**src/rtl/mem_arbiter_pkg.sv**
```systemverilog
// Shared types and constants for the IF/LSU memory arbiter.
package mem_arbiter_pkg;

  localparam int unsigned WIDTH              = 32;
  localparam int unsigned MASK_W             = WIDTH / 8;
  localparam int unsigned DEF_TIMEOUT_CYCLES = 64;

  typedef enum logic [1:0] {
    ARB_IDLE  = 2'd0,
    ARB_ISSUE = 2'd1,
    ARB_WAIT  = 2'd2,
    ARB_RESP  = 2'd3
  } arb_state_e;

  typedef enum logic {
    OWN_IF  = 1'b0,
    OWN_LSU = 1'b1
  } owner_e;

endpackage

```
**src/rtl/mem_arbiter_rr_arb2.sv**
```systemverilog
// Two-input round-robin grant; a tie goes to the requester that did not win last time.
module rr_arb2
  import mem_arbiter_pkg::*;
(
  input  logic   clk,
  input  logic   rst,
  input  logic   req_if,
  input  logic   req_lsu,
  input  logic   update,
  output logic   gnt_valid,
  output owner_e gnt
);

  owner_e last_grant;

  always_comb begin
    gnt_valid = req_if | req_lsu;
    gnt       = OWN_IF;
    if (req_if && req_lsu) begin
      gnt = (last_grant == OWN_IF) ? OWN_LSU : OWN_IF;
    end else if (req_lsu) begin
      gnt = OWN_LSU;
    end
  end

  // Reset to LSU so that IF wins the first tie.
  always_ff @(posedge clk) begin
    if (rst) begin
      last_grant <= OWN_LSU;
    end else if (update && gnt_valid) begin
      last_grant <= gnt;
    end
  end

endmodule

```
**src/rtl/mem_arbiter.sv**
```systemverilog
// Serialises IF reads and LSU reads/writes onto the single-ported memory, one at a time.
// Define ARB_TIMEOUT_EN to force an error response after TIMEOUT_CYCLES in WAIT.
module mem_arbiter
  import mem_arbiter_pkg::*;
#(
  parameter int unsigned TIMEOUT_CYCLES = DEF_TIMEOUT_CYCLES,
  parameter int unsigned TO_CNT_W       = 7
) (
  input  logic              clk,
  input  logic              rst,
  input  logic              if_req_valid,
  input  logic [WIDTH-1:0]  if_req_addr,
  output logic              if_req_ready,
  output logic              if_resp_valid,
  output logic [WIDTH-1:0]  if_resp_data,
  input  logic              lsu_req_valid,
  input  logic [WIDTH-1:0]  lsu_req_addr,
  input  logic [WIDTH-1:0]  lsu_req_data,
  input  logic [MASK_W-1:0] lsu_req_mask,
  output logic              lsu_req_ready,
  output logic              lsu_resp_valid,
  output logic [WIDTH-1:0]  lsu_resp_data,
  output logic              resp_err,
  output logic              mem_req_valid,
  output logic [WIDTH-1:0]  mem_req_addr,
  output logic [WIDTH-1:0]  mem_req_data,
  output logic [MASK_W-1:0] mem_req_mask,
  input  logic              mem_resp_valid,
  input  logic [WIDTH-1:0]  mem_resp_data
);

  arb_state_e       state;
  owner_e           owner;
  logic             wait_first;
  logic             gnt_valid;
  owner_e           gnt;
  logic             resp_hit;
  logic             timed_out;
  logic [WIDTH-1:0] resp_word;

  rr_arb2 u_rr (
    .clk       (clk),
    .rst       (rst),
    .req_if    (if_req_valid),
    .req_lsu   (lsu_req_valid),
    .update    (state == ARB_IDLE),
    .gnt_valid (gnt_valid),
    .gnt       (gnt)
  );

  assign if_req_ready  = (state == ARB_IDLE) && gnt_valid && (gnt == OWN_IF);
  assign lsu_req_ready = (state == ARB_IDLE) && gnt_valid && (gnt == OWN_LSU);

  // The memory holds resp_valid low for its first busy cycle, so that cycle is skipped.
  assign resp_hit  = !wait_first && mem_resp_valid;
  assign resp_word = resp_hit ? mem_resp_data : '0;

`ifdef ARB_TIMEOUT_EN
  logic [TO_CNT_W-1:0] to_cnt;
  logic                err_q;

  assign timed_out = (to_cnt == TO_CNT_W'(TIMEOUT_CYCLES - 1));
  assign resp_err  = err_q;

  always_ff @(posedge clk) begin
    if (rst) begin
      to_cnt <= '0;
      err_q  <= 1'b0;
    end else begin
      to_cnt <= (state == ARB_WAIT) ? to_cnt + 1'b1 : '0;
      if (state == ARB_WAIT && (resp_hit || timed_out)) begin
        err_q <= !resp_hit;
      end
    end
  end
`else
  logic unused_to_cfg;

  assign unused_to_cfg = ^{TIMEOUT_CYCLES, TO_CNT_W};
  assign timed_out     = 1'b0;
  assign resp_err      = 1'b0;
`endif

  always_ff @(posedge clk) begin
    if (rst) begin
      state          <= ARB_IDLE;
      owner          <= OWN_IF;
      wait_first     <= 1'b0;
      mem_req_valid  <= 1'b0;
      mem_req_addr   <= '0;
      mem_req_data   <= '0;
      mem_req_mask   <= '0;
      if_resp_valid  <= 1'b0;
      if_resp_data   <= '0;
      lsu_resp_valid <= 1'b0;
      lsu_resp_data  <= '0;
    end else begin
      mem_req_valid  <= 1'b0;
      if_resp_valid  <= 1'b0;
      lsu_resp_valid <= 1'b0;
      case (state)
        ARB_IDLE: begin
          if (gnt_valid) begin
            owner         <= gnt;
            mem_req_valid <= 1'b1;
            state         <= ARB_ISSUE;
            if (gnt == OWN_LSU) begin
              mem_req_addr <= lsu_req_addr;
              mem_req_data <= lsu_req_data;
              mem_req_mask <= lsu_req_mask;
            end else begin
              mem_req_addr <= if_req_addr;
              mem_req_data <= '0;
              mem_req_mask <= '0;
            end
          end
        end
        ARB_ISSUE: begin
          wait_first <= 1'b1;
          state      <= ARB_WAIT;
        end
        ARB_WAIT: begin
          wait_first <= 1'b0;
          if (resp_hit || timed_out) begin
            state <= ARB_RESP;
            if (owner == OWN_LSU) begin
              lsu_resp_valid <= 1'b1;
              lsu_resp_data  <= resp_word;
            end else begin
              if_resp_valid <= 1'b1;
              if_resp_data  <= resp_word;
            end
          end
        end
        default: state <= ARB_IDLE;
      endcase
    end
  end

endmodule

```
**config.mk**
```make
export PLATFORM = sky130hd
export DESIGN_NAME = mem_arbiter
export DESIGN_NICKNAME = d
export VERILOG_FILES = /design/src/rtl/mem_arbiter_pkg.sv /design/src/rtl/mem_arbiter_rr_arb2.sv /design/src/rtl/mem_arbiter.sv
export SDC_FILE = /design/constraint.sdc
export NUM_CORES = 1
export LEC_CHECK = 0
export CAP_MARGIN = 20
export CORE_ASPECT_RATIO = 0.6
export CORE_MARGIN = 3
export CORE_UTILIZATION = 36
export DETAILED_ROUTE_END_ITERATION = 8
export PLACE_DENSITY = 0.77
export SYNTH_ARGS = -nofsm -noshare
export SYNTH_HDL_FRONTEND = slang
export SYNTH_HIERARCHICAL = 1
export SYNTH_SLANG_ARGS = --single-unit
```
**constraint.sdc**
```tcl
create_clock -name clk -period 1.5 [get_ports clk]
set_input_delay 0.3 -clock clk [delete_from_list [all_inputs] [get_ports clk]]
set_output_delay 0.3 -clock clk [all_outputs]
set_load 0.01 [all_outputs]
```
==> run summary <==
number of hold violations in the final report -> 0
Synth top area share -> 0.5248
Seq pwr share -> 0.358
asr flop ratio synth -> 0
die area -> 16380 um^2
Internal -> 0.008848 W
Hold Path Class -> input pin to flip-flop
Synth area leader -> dfxtp_1
Mapped Nets -> 772
post-synth cell types -> 29
fmax -> 618.9 MHz
#FFs+latches synth -> 140
first drt pass iteration count -> 5
Post-synth top flop -> dfxtp_1
fin nets -> 1043
initial antenna violation count -> 0
DR vias -> 5333
Critical Path Start Type -> flip-flop
Period minus WS final -> 1.616 ns
most frequent cells in the layout -> 165 x nand2_1, 138 x dfxtp_1, 137 x dlygate4sd2_1, 133 x clkdlybuf4s50_1, 93 x a21oi_1
core area -> 14080 um^2
WS Path Type -> flip-flop to primary output
final setup margin -> -0.1158 ns
CTS tree -> yes
Final Wtd Congestion -> 0.7711
Mapped Avg Cell Area -> 8.476 um^2
Antenna Cells -> 0
Buffers on Ports -> 273
count of hold-fix buffers inserted at cts -> 0
Switching Share -> 0.3077
drc violations -> 0
Overflow after GRT -> 0
Skew-Pair Late Insertion Delay -> 0.41 ns
Tot GR Track Use -> 0.2057
Setup crit end kind -> primary output
Rows -> 33
cell family contributing the most delay on the critical path -> flip-flops
Final HPWL DP -> 12.00 mm
pre-CTS setup slack -> -0.7881 ns
YS warnings -> 6
share of layout cells above drive strength 1 -> 0.1050
Slew Viols, Final -> 0
largest cells by area after synthesis -> dfxtp_1 52%, nand2_1 12%, a21oi_1 9.7%
sequential area share after synthesis -> 0.5248
final worst-path cycle share -> 1.077
DR WL/cell -> 16.19 um
CTS H-tree lvls -> 4
end-of-flow core utilization -> 0.6463
min-delay src -> rst
power density of the placed cells -> 1405 nW/um^2
critical path required time -> 1.20 ns
Area Overhead vs Synth -> 70.41%
ANT nets after route -> 0
status -> finished with violations
WP data arrival -> 1.32 ns
CP Launch Point -> state[1]
CTS root buf -> clkbuf_16
CP Buf/Inv Count -> 3
worst-path cell chain -> inv_2, ha_4, and2_4, nand2_4, inv_2, buf_6
final setup vio count -> 12
VDD IR max -> 0.0009547 V
Switching Power -> 0.003933 W
commonest non-fill, non-tap cell in the layout -> nand2_1
Initial Utilization -> 0.3793
# Max-Cap Violations -> 0
Synth Cell Area -> 5340 um^2
RSZ-0062 raised after global routing -> true
failing checks -> negative setup slack
Vias/cell -> 4.822
number of flops mapped to enable cells by yosys -> 0
clk sink count -> 140
Clock Path Buffers -> 2
Iter 0 DRT Violations -> 285
most frequent cell on the critical path -> inv_2
CP max FO -> 2
first-pass GRT wire length -> 26.87 mm
Setup TNS -> -0.9752 ns
largest net degree at the start of global routing -> 101
chip height -> 100.3 um
reg2reg start -> state[0]
Pleak -> 3.899 nW
CP peak stage delay -> 0.33 ns
chip width -> 163.2 um
Cells after Synth -> 630
Clk network pwr share -> 0.358
vias in the first global route -> 5241
Max stage delay cell, worst path -> dfxtp_2
combinational share of power -> 0.284
Worst Skew -> 0.01344 ns
# IOs -> 275
CTS clk-pin slew, worst paths -> 0.06 ns
clock buffer count from CTS -> 17
Post-Route WL -> 17.91 mm
## cells in the mapped netlist (5+ instances only)
cell type,count
mux2i_1,33
ha_1,5
buf_4,8
a21oi_1,103
nand3_1,36
a211oi_1,33
dfxtp_1,140
buf_2,19
nand2_1,167
nor2_1,37
clkbuf_1,18
buf_1,7
## cell families (layout without fill, tap and decap cells)
kind of cell / count (synthesis) / after routing / synth area share
AOI/OAI and AO/OA: 138 / 138 / 0.1464
and+or+nand+nor: 254 / 254 / 0.1973
other: 1 / 1 / 0.0007022
adders and majority gates: 5 / 5 / 0.01172
DFF: 140 / 140 / 0.5248
muxes: 34 / 34 / 0.06396
buffers and inverters: 58 / 342 / 0.05506
## per-layer routing
| metal | part of all wire | GRT usage |
|---|---|---|
| met3 | 0.10 | 0.09155 |
| met5 | 0 | 0 |
| met4 | 0.0056 | 0.05198 |
| met1 | 0.44 | 0.2468 |
| met2 | 0.46 | 0.3399 |
## state kept, by name (all words and copies together), names as in the netlist
signal,count
if_resp_data,32
if_resp_valid,1
lsu_resp_data,32
lsu_resp_valid,1
mem_req_addr,32
mem_req_data,32
mem_req_mask,4
mem_req_valid,1
owner,1
state,2
u_rr/last_grant,1
wait_first,1
## path summary, 6_finish.rpt
| path | endpoint | cells after the start | slack (ns) |
|---|---|---|---|
| min | lsu_resp_data[1] | 2 | 0.31 |
| min reg2reg | mem_req_data[22] | 2 | 0.45 |
| max reg2reg | if_resp_data[11] | 8 | -0.10 |
| max | lsu_req_ready | 6 | -0.12 |
## cell type report
class	count	area, um^2
Multi-Input combinational cell	432	2372
Clock inverter	14	207.7
Timing Repair Buffer	307	3034
Fill cell	1265	4980
Tap cell	192	240.2
Clock buffer	18	429.2
Sequential cell	140	2805
Inverter	3	11.26
## power groups by stage
stage | logic (W) | clock network, W | registers [W]
after floorplan | 0.00156 | 0 | 0.00489
after global placement | 0.00369 | 0 | 0.00465
after CTS | 0.00359 | 0.00465 | 0.00458
after detailed placement | 0.00373 | 0 | 0.00467
after global routing | 0.00396 | 0.00483 | 0.00465
final | 0.00363 | 0.00458 | 0.00458
## through the flow
stage / total power (W) / instance area [um^2] / hold slack, ns / cells
final: 0.01278 / 9100 / 0.3136 / 1106
after global routing: 0.01344 / 9100 / 0.3211 / 1106
after CTS: 0.01282 / 8965 / 0.2934 / 1104
after detailed placement: 0.008394 / 8319 / 0.4449 / 1063
after global placement: 0.008334 / 8319 / 0.4377 / 1063
after floorplan: 0.006454 / 5348 / 0.4103 / 630
## timing repair
action	CTS	global route
buffers inserted	7	1
setup endpoints to repair	256	126
gates cloned	2	4
pin swaps	6	1
resized for setup	168	18
(Power assumes the default switching activity.)
